### src/rtl/pattern_event_pkg.sv
// Shared defaults and entry layout for the pattern event recorder.
// Latency: n/a (types and constants only).
// Backpressure: n/a.
package pattern_event_pkg;

    localparam int DEF_TS_WIDTH  = 8;
    localparam int DEF_DEPTH     = 4;
    localparam int DEF_CNT_WIDTH = 8;

    localparam int ENTRY_W = DEF_TS_WIDTH + 4;

    // Entry layout is {timestamp, number}
    localparam int NUM_LSB = 0;
    localparam int TS_LSB  = 4;

endpackage

### src/rtl/event_fifo.sv
// Generic synchronous show-ahead FIFO; head entry is always on dout.
// Latency: a push is visible on dout one edge later; a pop advances dout on the same edge.
// Backpressure: push while full is ignored unless a pop happens on the same edge; pop while empty is ignored.
module event_fifo #(
    parameter int WIDTH = 12,
    parameter int DEPTH = 4
) (
    input  logic                       clock,
    input  logic                       reset_n,
    input  logic                       push,
    input  logic                       pop,
    input  logic [WIDTH-1:0]           din,
    output logic [WIDTH-1:0]           dout,
    output logic                       empty,
    output logic                       full,
    output logic [$clog2(DEPTH):0]     level
);

    localparam int AW = $clog2(DEPTH);
    localparam int LW = AW + 1;

    logic [WIDTH-1:0] mem [DEPTH];
    logic [AW-1:0]    wptr;
    logic [AW-1:0]    rptr;
    logic             do_push;
    logic             do_pop;

    assign empty = (level == '0);
    assign full  = (level == LW'(DEPTH));

    // A full FIFO can still accept a push when the head leaves on the same edge
    assign do_pop  = pop & ~empty;
    assign do_push = push & (~full | do_pop);

    assign dout = mem[rptr];

    always_ff @(posedge clock) begin
        if (!reset_n) begin
            wptr  <= '0;
            rptr  <= '0;
            level <= '0;
        end else begin
            if (do_push) wptr <= wptr + AW'(1);
            if (do_pop)  rptr <= rptr + AW'(1);
            level <= level + LW'(do_push) - LW'(do_pop);
        end
    end

    always_ff @(posedge clock) begin
        if (do_push) mem[wptr] <= din;
    end

endmodule

### src/rtl/pattern_event_recorder.sv
// Turns rising edges of the detector's pattern flag into timestamped events queued for a reader.
// Latency: an event sampled at an edge is on rd_data (empty=0) after that same edge.
// Backpressure: none upstream; events arriving while full without a read are dropped and flagged in overflow.
module pattern_event_recorder
    import pattern_event_pkg::*;
#(
    parameter int TS_WIDTH  = DEF_TS_WIDTH,
    parameter int DEPTH     = DEF_DEPTH,
    parameter int CNT_WIDTH = DEF_CNT_WIDTH
) (
    input  logic                       clock,
    input  logic                       reset_n,
    input  logic                       pattern,
    input  logic [3:0]                 number,
    input  logic                       rd_en,
    output logic [TS_WIDTH+3:0]        rd_data,
    output logic                       empty,
    output logic                       full,
    output logic [$clog2(DEPTH):0]     level,
    output logic                       overflow,
    output logic [CNT_WIDTH-1:0]       total_events
);

    localparam int EW = TS_WIDTH + 4;

    logic                pattern_d;
    logic [TS_WIDTH-1:0] ts_cnt;
    logic                event_hit;
    logic [EW-1:0]       entry;

    assign event_hit = pattern & ~pattern_d;

    always_comb begin
        entry = '0;
        entry[TS_LSB +: TS_WIDTH] = ts_cnt;
        entry[NUM_LSB +: 4]       = number;
    end

    always_ff @(posedge clock) begin
        if (!reset_n) begin
            pattern_d    <= 1'b0;
            ts_cnt       <= '0;
            overflow     <= 1'b0;
            total_events <= '0;
        end else begin
            pattern_d <= pattern;
            ts_cnt    <= ts_cnt + TS_WIDTH'(1);
            // Only a full FIFO with no simultaneous read loses the event
            if (event_hit && full && !rd_en) overflow <= 1'b1;
            if (event_hit && (total_events != '1))
                total_events <= total_events + CNT_WIDTH'(1);
        end
    end

    event_fifo #(
        .WIDTH (EW),
        .DEPTH (DEPTH)
    ) u_fifo (
        .clock   (clock),
        .reset_n (reset_n),
        .push    (event_hit),
        .pop     (rd_en),
        .din     (entry),
        .dout    (rd_data),
        .empty   (empty),
        .full    (full),
        .level   (level)
    );

endmodule
### config.mk
export PLATFORM = sky130hd
export DESIGN_NAME = pattern_event_recorder
export DESIGN_NICKNAME = d
export VERILOG_FILES = /design/src/rtl/pattern_event_pkg.sv /design/src/rtl/event_fifo.sv /design/src/rtl/pattern_event_recorder.sv
export SDC_FILE = /design/constraint.sdc
export NUM_CORES = 1
export LEC_CHECK = 0
export BUFFER_PORTS_ARGS = -buffer_cell sky130_fd_sc_hd__buf_4
export CAP_MARGIN = 20
export CORE_UTILIZATION = 40
export DETAILED_ROUTE_END_ITERATION = 6
export GPL_TIMING_DRIVEN = 1
export HOLD_SLACK_MARGIN = 0.02
export PLACE_DENSITY_LB_ADDON = 0.05
export SETUP_SLACK_MARGIN = 0.15
export SKIP_LAST_GASP = 1
export SLEW_MARGIN = 25
export SYNTH_ARGS = -nofsm -noshare
export SYNTH_HDL_FRONTEND = slang
export SYNTH_SLANG_ARGS = --single-unit
### constraint.sdc
create_clock -name clock -period 2.2 [get_ports clock]
set_clock_uncertainty 0.05 [all_clocks]
set_input_delay 0.33 -clock clock [delete_from_list [all_inputs] [get_ports clock]]
set_output_delay 0.33 -clock clock [all_outputs]
set_load 0.03 [all_outputs]
Yosys cells after proc, flatten, opt, wreduce, memory -nomap -nowiden
Memories as Yosys holds them, arrays and structs flattened. A register that Yosys moved wholly into a read port is not among the register bits. Cells that the tools add are included.

Add/subtract/negate cells: 6. Equality and inequality tests: 2. Muxes and demuxes: 4. Bitwise gates (word level): 7. Reductions and logical operators: 5.

Operators with widths (number): 8-bit by 1-bit adder with 8-bit output, second input constant (2); 8-bit != test, second input constant (1); 2-bit by 1-bit adder with 2-bit output, second input constant (2); 2-bit two-way mux (2); 3-bit by 1-bit adder with 3-bit output (1); 1-bit bitwise AND (3); 3-bit equality test, second input constant (1); 1-bit logical AND (3); 3-bit zero test (1); 1-bit inverter (3); 3-bit by 1-bit subtractor with 3-bit output (1); 1-bit two-way mux (2); 1-bit zero test (1); 1-bit OR (1).

Bits in registers: 25. Memory bits (writable): 48. Input port bits: 8. Output and inout bits: 26. Word-level logic and storage cells: 32. Memories: 1.

Memory list: u_fifo.mem (depth 4, width 12, rd ports 1, clocked after memory_dff 1, wr ports 1, RTL line event_fifo.sv:22) `logic [WIDTH-1:0] mem [DEPTH];`.

Logic depth before layout (Yosys ltp)
Gate-level depths: netlist of run 1.

Depth after elaboration: 7. Depth in mapped cells: 8. Mapped depth without buffers: 8.

Modules after synthesis
Synthesis of run 1 repeated with hierarchy kept, for this count alone.

Cell total of the unflattened synthesis: 192. Area total of the unflattened synthesis: 3004.1 sq um.

Modules (own cells, without submodules): event_fifo (instances 1, cells each 109, area an instance 2219.6 sq um, seq. area each 1621.6 sq um); pattern_event_recorder (instances 1, cells each 83, area an instance 784.5 sq um, seq. area each 360.3 sq um).

Worst setup path before layout of run 1
Ideal clock, no wire load.

Path kind: register to register. Start: register u_fifo.level[2]. End: register u_fifo.level[2]. Library setup time: 0.118 ns. Arrival: 1.994 ns. Data required time: 2.032 ns. Path slack: 0.038 ns. Cell stages (with the launch flop): 9. Path buffers: 0. Period minus slack after synthesis: 2.162 ns. Path through: dfxtp_1 -> o31a_1 -> ha_1 -> inv_1 -> ha_1 -> fa_1 -> xnor2_1 -> xnor2_1 -> nor2_1.

Longest elaborated chain between the ends: 7. Elaborated cells between the ends (all ways): 9. Classes of those cells: add/sub (2); eq/ne (1); bitwise (5); reduce/logical (1).

RTL lines: from (decl) (RTL line event_fifo.sv:16) `output logic [$clog2(DEPTH):0] level`; from (signal assigned) (RTL line event_fifo.sv:45) `level <= level + LW'(do_push) - LW'(do_pop);`; 3-bit zero test * (RTL line event_fifo.sv:28) `assign empty = (level == '0);`; 1-bit inverter * (RTL line event_fifo.sv:32) `assign do_pop = pop & ~empty;`; 1-bit bitwise AND * (RTL line event_fifo.sv:32); net u_fifo.do_pop (RTL line event_fifo.sv:26) `logic do_pop;`; 1-bit OR (RTL line event_fifo.sv:33) `assign do_push = push & (~full | do_pop);`; 1-bit bitwise AND (RTL line event_fifo.sv:33); 3-bit by 1-bit adder with 3-bit output (RTL line event_fifo.sv:45); 3-bit by 1-bit subtractor with 3-bit output * (RTL line event_fifo.sv:45).

Mark *: on every way through the listed nets, which the timed path passes. The rest lies on a longest branch. A chain may end at the register's enable or synchronous reset.

Final worst setup path of run 1
Same ends and word-level chain as after synthesis.

==> impl_metrics.toml, run 1 <==
[run_status]
status = "finished, final reports clean"

[timing]
final_hold_viol_count = 0
min_period_ns = 2.06
fmax_mhz = 486
slew_violations = 0
fin_crit_sh_pct = 93.6
timing.hold.ws_ns = 0.135
setup_viol = 0
slew_headroom_pct = 63.8
rsz0062_at_grt = "true"
finalSetupTns_ns = 0
tightest_slew_ns = 0.540
setup_ws_ns = 0.141

[cells_and_area]
antenna_cells = 0
final_cell_area_sq_um = 3640
fin_util_pct = 50.4
nets = 256
syn_to_final_growth_pct = 22.4
drive_gt1_share_pct = 32.8

[clock_tree]
clk_path_buf_depth = 2
cts_root_buffer = "clkbuf_8"
clock-sinks = 75
path_clk_slew_ns = 0.08
clk_latency_ns = 0.34
htreeDepth = 3
cts_tree = "built"
cts_buffers = 9

[logic_synthesis]
synthXorXnorAreaFrac_pct = 3.83
ys_seq_area_share_pct = 66.7
synth-simple-area-share_pct = 11.2
synth_enable_flop_cells = 48
synth_top_family_by_area = "simple AND/OR/NAND/NOR gates"
yosysTopAreaCell = "edfxtp_1"
synth_mux_area_share_pct = 9.44
ys_ff_latch = 75
synthCells = 191
synth-compound-area-share_pct = 3.24
synth_nets = 208
synth_area_leaders = "edfxtp_1 49%, dfxtp_1 18%, mux4_2 9.1%"
ys.flop_type = "edfxtp_1"
syn_area_sq_um = 2970
yosys.area_share.adder_pct = 4.04
yosys_warnings = 0
synth_top_area_share_pct = 48.5
synthTopCellsByCount = "48 x edfxtp_1, 27 x dfxtp_1, 16 x nor2_1"
syn_area_per_cell_sq_um = 15.6
synthDistinctLibCells = 40
yosys.cell_count.top_type = "edfxtp_1"
async_reset_ff_share_pct = 0

[global_routing]
overflow = 0
grt_max_degree = 20
grt.total_usage_pct = 15.7
grt_pass1_wl_um = 8690
grt_pass1_vias = 1734
antenna_found_initial = 0

[pwr]
p_comb_share_pct = 28.4
power.leakage_uw = 0.00133
intPower_uw = 2830
switching_power_uw = 1210
pwr-share-seq_pct = 42.5
clockPowerShare_pct = 29.1
vdd_drop_max_mv = 0.709
switching_share_pct = 29.9
powerDensity_nw_per_um2 = 1110

[job]
maxCapViolCount = 0

[setup_path]
crit_fanout = 2
r2r-start = "u_fifo.level[2]"
worstSetupStartpointType = "flop"
endpoint_kind = "flop"
rr_worst_depth = 8
arrival_ns = 2.23
critPathLaunch = "u_fifo.level[2]"
criticalPathCategory = "reg -> reg"
cp-endpoint = "u_fifo.level[2]"
timing.rr.end = "u_fifo.level[2]"
crit_required_ns = 2.37
reg2reg_slack_ns = 0.14

[drt]
vias = 1665
via_per_inst = 4.85
dr.pass1.iters = 4
postRouteAntennaNets = 0
wl_per_cell_um = 15.2
drtIter0Drc = 69
finalWirelength_um = 5220
drc = 0

[placement]
dp_worst_setup_slack_ns = 0.0453
gp_congestion = 0.854
port_buffers = 33
hpwl_um = 3440
place_area_sq_um = 3380

[floorplan]
chipWidth_um = 88.2
std_cell_rows = 31
initial_core_util_pct = 41.2
die_h_um = 88.2
ioPinCount = 34
die_area_sq_um = 7770
core_sq_um = 7210

[worst_hold_path]
min_from = "number[3]"
hold_class = "in -> reg"
-- per-layer routing --
layer / track usage (%) / vias to the layer above / wire length (um)
li1: - / 803 / -
met1: 19.0 / 803 / 2150
met2: 25.2 / 45 / 2720
met3: 3.49 / 14 / 190
met4: 10.3 / 0 / 155
met5: 0 / - / 0
-- metrics by stage --
step	std cells	power, uW
floorplan	191	2490
global placement	325	2810
detailed placement	325	2840
CTS	343	4080
global route	343	4270
finish	343	4030
-- worst min-delay path by stage --
stage                                  end  slack (ns)  cells past startpoint
after global routing      u_fifo.mem[0][3]        0.11                      1
final                     u_fifo.mem[0][3]        0.13                      1
after global placement            overflow        0.41                      2
after CTS                 u_fifo.mem[0][3]        0.12                      1
after floorplan           u_fifo.mem[0][0]        0.38                      0
after detailed placement          overflow        0.43                      2
-- flip-flops by register name (all words and copies together), names as in the netlist, named ones only --
register      flops
u_fifo.wptr       2
u_fifo.mem       48
u_fifo.level      3
overflow          1
u_fifo.rptr       2
ts_cnt            8
total_events      8
pattern_d         1
-- critical path: stages (launching register included) --
cell and delay (ns):
dfxtp_4 0.35, o31a_1 0.32, ha_1 0.29, inv_1 0.04, ha_1 0.19, fa_2 0.36
xnor2_2 0.15, xnor2_1 0.13, nor2_1 0.05
-- area by class of cell --
class	instances	area [sq um]
well taps	99	124
fillers	637	3580
multi-input cells	105	953
flip-flops and latches	75	1990
repair buffers	41	315
inverters	7	26.3
clock buffers	11	141
clock inverters	5	85.1
-- repair_timing --
| action | 4_1_cts | 5_1_grt |
|---|---|---|
| gates cloned | 0 | 0 |
| setup buffers | 2 | 0 |
| gates resized for setup | 3 | 1 |
| pin swaps | 5 | 1 |
| setup endpoints to repair | 11 | 6 |
| hold buffers | 0 | 0 |
-- logic make-up after synthesis --
family | after synthesis
AO/OA/AOI/OAI | 15
XOR/XNOR | 13
adder cells (fa/ha/maj) | 9
buffers and inverters | 11
flip-flops | 75
multiplexers | 13
AND/OR/NAND/NOR | 55
-- power by group through the flow --
stage	registers (uW)	clock network, uW	logic, uW
floorplan	1790	0	703
global placement	1730	0	1080
detailed placement	1740	0	1100
CTS	1710	1210	1160
global route	1730	1290	1250
finish	1710	1180	1140
-- placed cells by master (no fill, tap or decap), drive strengths merged, types with 2 or more instances in the layout --
master  count
nand2b      2
bufinv      2
nor2       17
nor2b       2
xor2        7
buf        41
nand2       7
a31oi       2
clkbuf     11
nor3        3
mux4       12
xnor2       6
and2        9
edfxtp     48
clkinv      2
o21ai       3
dfxtp      27
ha          8
nand3       6
inv         7
a311oi      2
a21oi       4
nand4       2
and3        3
(Power assumes the default switching activity.)
==> run 2, diff against run 1 <==
SETUP_SLACK_MARGIN = default   (was 0.15)
==> run 2 against run 1 <==
Net effect:
- wire length rose by 1.9%
- first-iteration DRC count grew 2.9%
- non-clock buffer count stayed put
- maximum frequency is 1.2% lower
- cell count shrank 0.29%
- via count fell by 0.48%
- critical path type unchanged
- largest cell class unchanged
- largest power group unchanged
==> impl_metrics.toml, run 2 (same netlist as run 1, synthesis figures left out) <==
[cells_and_area]
syn_to_final_growth_pct = 20.2
antenna_cells = 0
regMostFlops = "u_fifo.mem"
final_common_cell = "edfxtp_1"
nets = 256
top_regs = "u_fifo.mem x48, total_events x8, ts_cnt x8"
largest_reg_flops = 48
mostFrequentLayoutCells = "48 x edfxtp_1, 41 x buf_4, 25 x dfxtp_1, 16 x nor2_1, 12 x mux4_2"
drive_gt1_share_pct = 31.3
fin_util_pct = 49.5
finalNonFillerCells = 342

[pwr]
switching_power_uw = 1170
switching_share_pct = 30.9
pwr-share-seq_pct = 44.7
intPower_uw = 2630
p_total_uw = 3800
vdd_drop_max_mv = 0.713
powerDensity_nw_per_um2 = 1060
power.leakage_uw = 0.00129
p_comb_share_pct = 29.5
clockPowerShare_pct = 25.8

[clock_tree]
path_clk_slew_ns = 0.07
cts_tree = "built"
cts_buffers = 9
htreeDepth = 3
cts_root_buffer = "clkbuf_8"
holdBufCountCts = 0
clock-sinks = 75
clk_path_buf_depth = 2
clk_latency_ns = 0.34

[floorplan]
chipWidth_um = 88.2
std_cell_rows = 31
die_h_um = 88.2
initial_core_util_pct = 41.2
die_area_sq_um = 7770
core_sq_um = 7210
ioPinCount = 34

[setup_path]
crit_path_top_delay_cell = "dfxtp_2"
worstSetupStartpointType = "flop"
crit_required_ns = 2.36
criticalPathCategory = "reg -> reg"
arrival_ns = 2.25
worst_path_largest_cell_delay_ns = 0.36
endpoint_kind = "flop"
cp_cell_sequence = "o31a_1, ha_1, inv_1, ha_1, fa_2, xnor2_1, xnor2_1, nor2_1"
crit_fanout = 5

[timing]
timing.hold.ws_ns = 0.135
min_period_ns = 2.08
slew_violations = 0
rsz0062_at_grt = "false"
setup_viol = 0
final_hold_viol_count = 0
fmax_mhz = 480
fin_crit_sh_pct = 94.8
slew_headroom_pct = 63.6
tightest_slew_ns = 0.542
finalSetupTns_ns = 0

[drt]
dr.pass1.iters = 4
via_per_inst = 4.85
finalWirelength_um = 5320
drc = 0
vias = 1657
postRouteAntennaNets = 0
wl_per_cell_um = 15.5
drtIter0Drc = 71

[global_routing]
grt_max_degree = 20
grt_pass1_wl_um = 8570
grt.total_usage_pct = 15.5
antenna_found_initial = 0
overflow = 0
grt_pass1_vias = 1716

[worst_hold_path]
hold_class = "in -> reg"

[placement]
hpwl_um = 3500
port_buffers = 33
dp_cells = 326
gp_congestion = 0.831

[run_status]
status = "finished, final reports clean"

[job]
maxCapViolCount = 0
==> run 2: critical path: cells and delay by family, from the launching register on <==
kind / cells / cell delay [ns]
AND/OR/NAND/NOR: 1 / 0.05
AO/OA/AOI/OAI: 1 / 0.32
adder cells (fa/ha/maj): 3 / 0.83
flip-flops: 1 / 0.36
buffers and inverters: 1 / 0.04
XOR/XNOR: 2 / 0.32
==> run 2: power groups by stage <==
stage | clock (uW) | combinational [uW] | sequential, uW
floorplan | 0 | 699 | 1780
global placement | 0 | 1090 | 1710
detailed placement | 0 | 1120 | 1730
CTS | 1020 | 1130 | 1690
global route | 1080 | 1210 | 1710
finish | 981 | 1120 | 1700
==> run 2: layout make-up <==
| class | count | area (sq um) |
|---|---|---|
| Clock buffer | 9 | 124 |
| Clock inverter | 6 | 57.6 |
| Fill cell | 647 | 3640 |
| Inverter | 7 | 26.3 |
| Multi-Input combinational cell | 105 | 946 |
| Sequential cell | 75 | 1980 |
| Tap cell | 99 | 124 |
| Timing Repair Buffer | 41 | 308 |
==> run 2: per-stage QoR <==
step / area, sq um / worst slack [ns]
CTS: 3560 / 0.0194
floorplan: 2970 / 0.0378
detailed placement: 3380 / 0.0371
finish: 3570 / 0.115
global placement: 3380 / 0.129
global route: 3570 / 0.0382
==> run 2: routing by layer <==
metal | vias to the layer above | part of all wire [%] | GRT usage, %
li1 | 799 | - | -
met1 | 808 | 41 | 17.2
met2 | 41 | 53 | 26.9
met3 | 9 | 4.3 | 4.43
met4 | 0 | 1.9 | 8.21
met5 | - | 0 | 0
==> run 2: final timing paths <==
check	from	to	slack (ns)	cells after the start
setup / recovery	u_fifo.level[0]	u_fifo.level[2]	0.12	8
hold / removal	number[0]	u_fifo.mem[2][0]	0.13	1
setup reg to reg	u_fifo.level[0]	u_fifo.level[2]	0.12	8
hold reg to reg	overflow	overflow	0.44	2
==> run 2: what timing repair did <==
action | CTS | global route
endpoints found under the setup margin | 0 | 1
resized for setup | 0 | 3
buffers inserted | 0 | 1
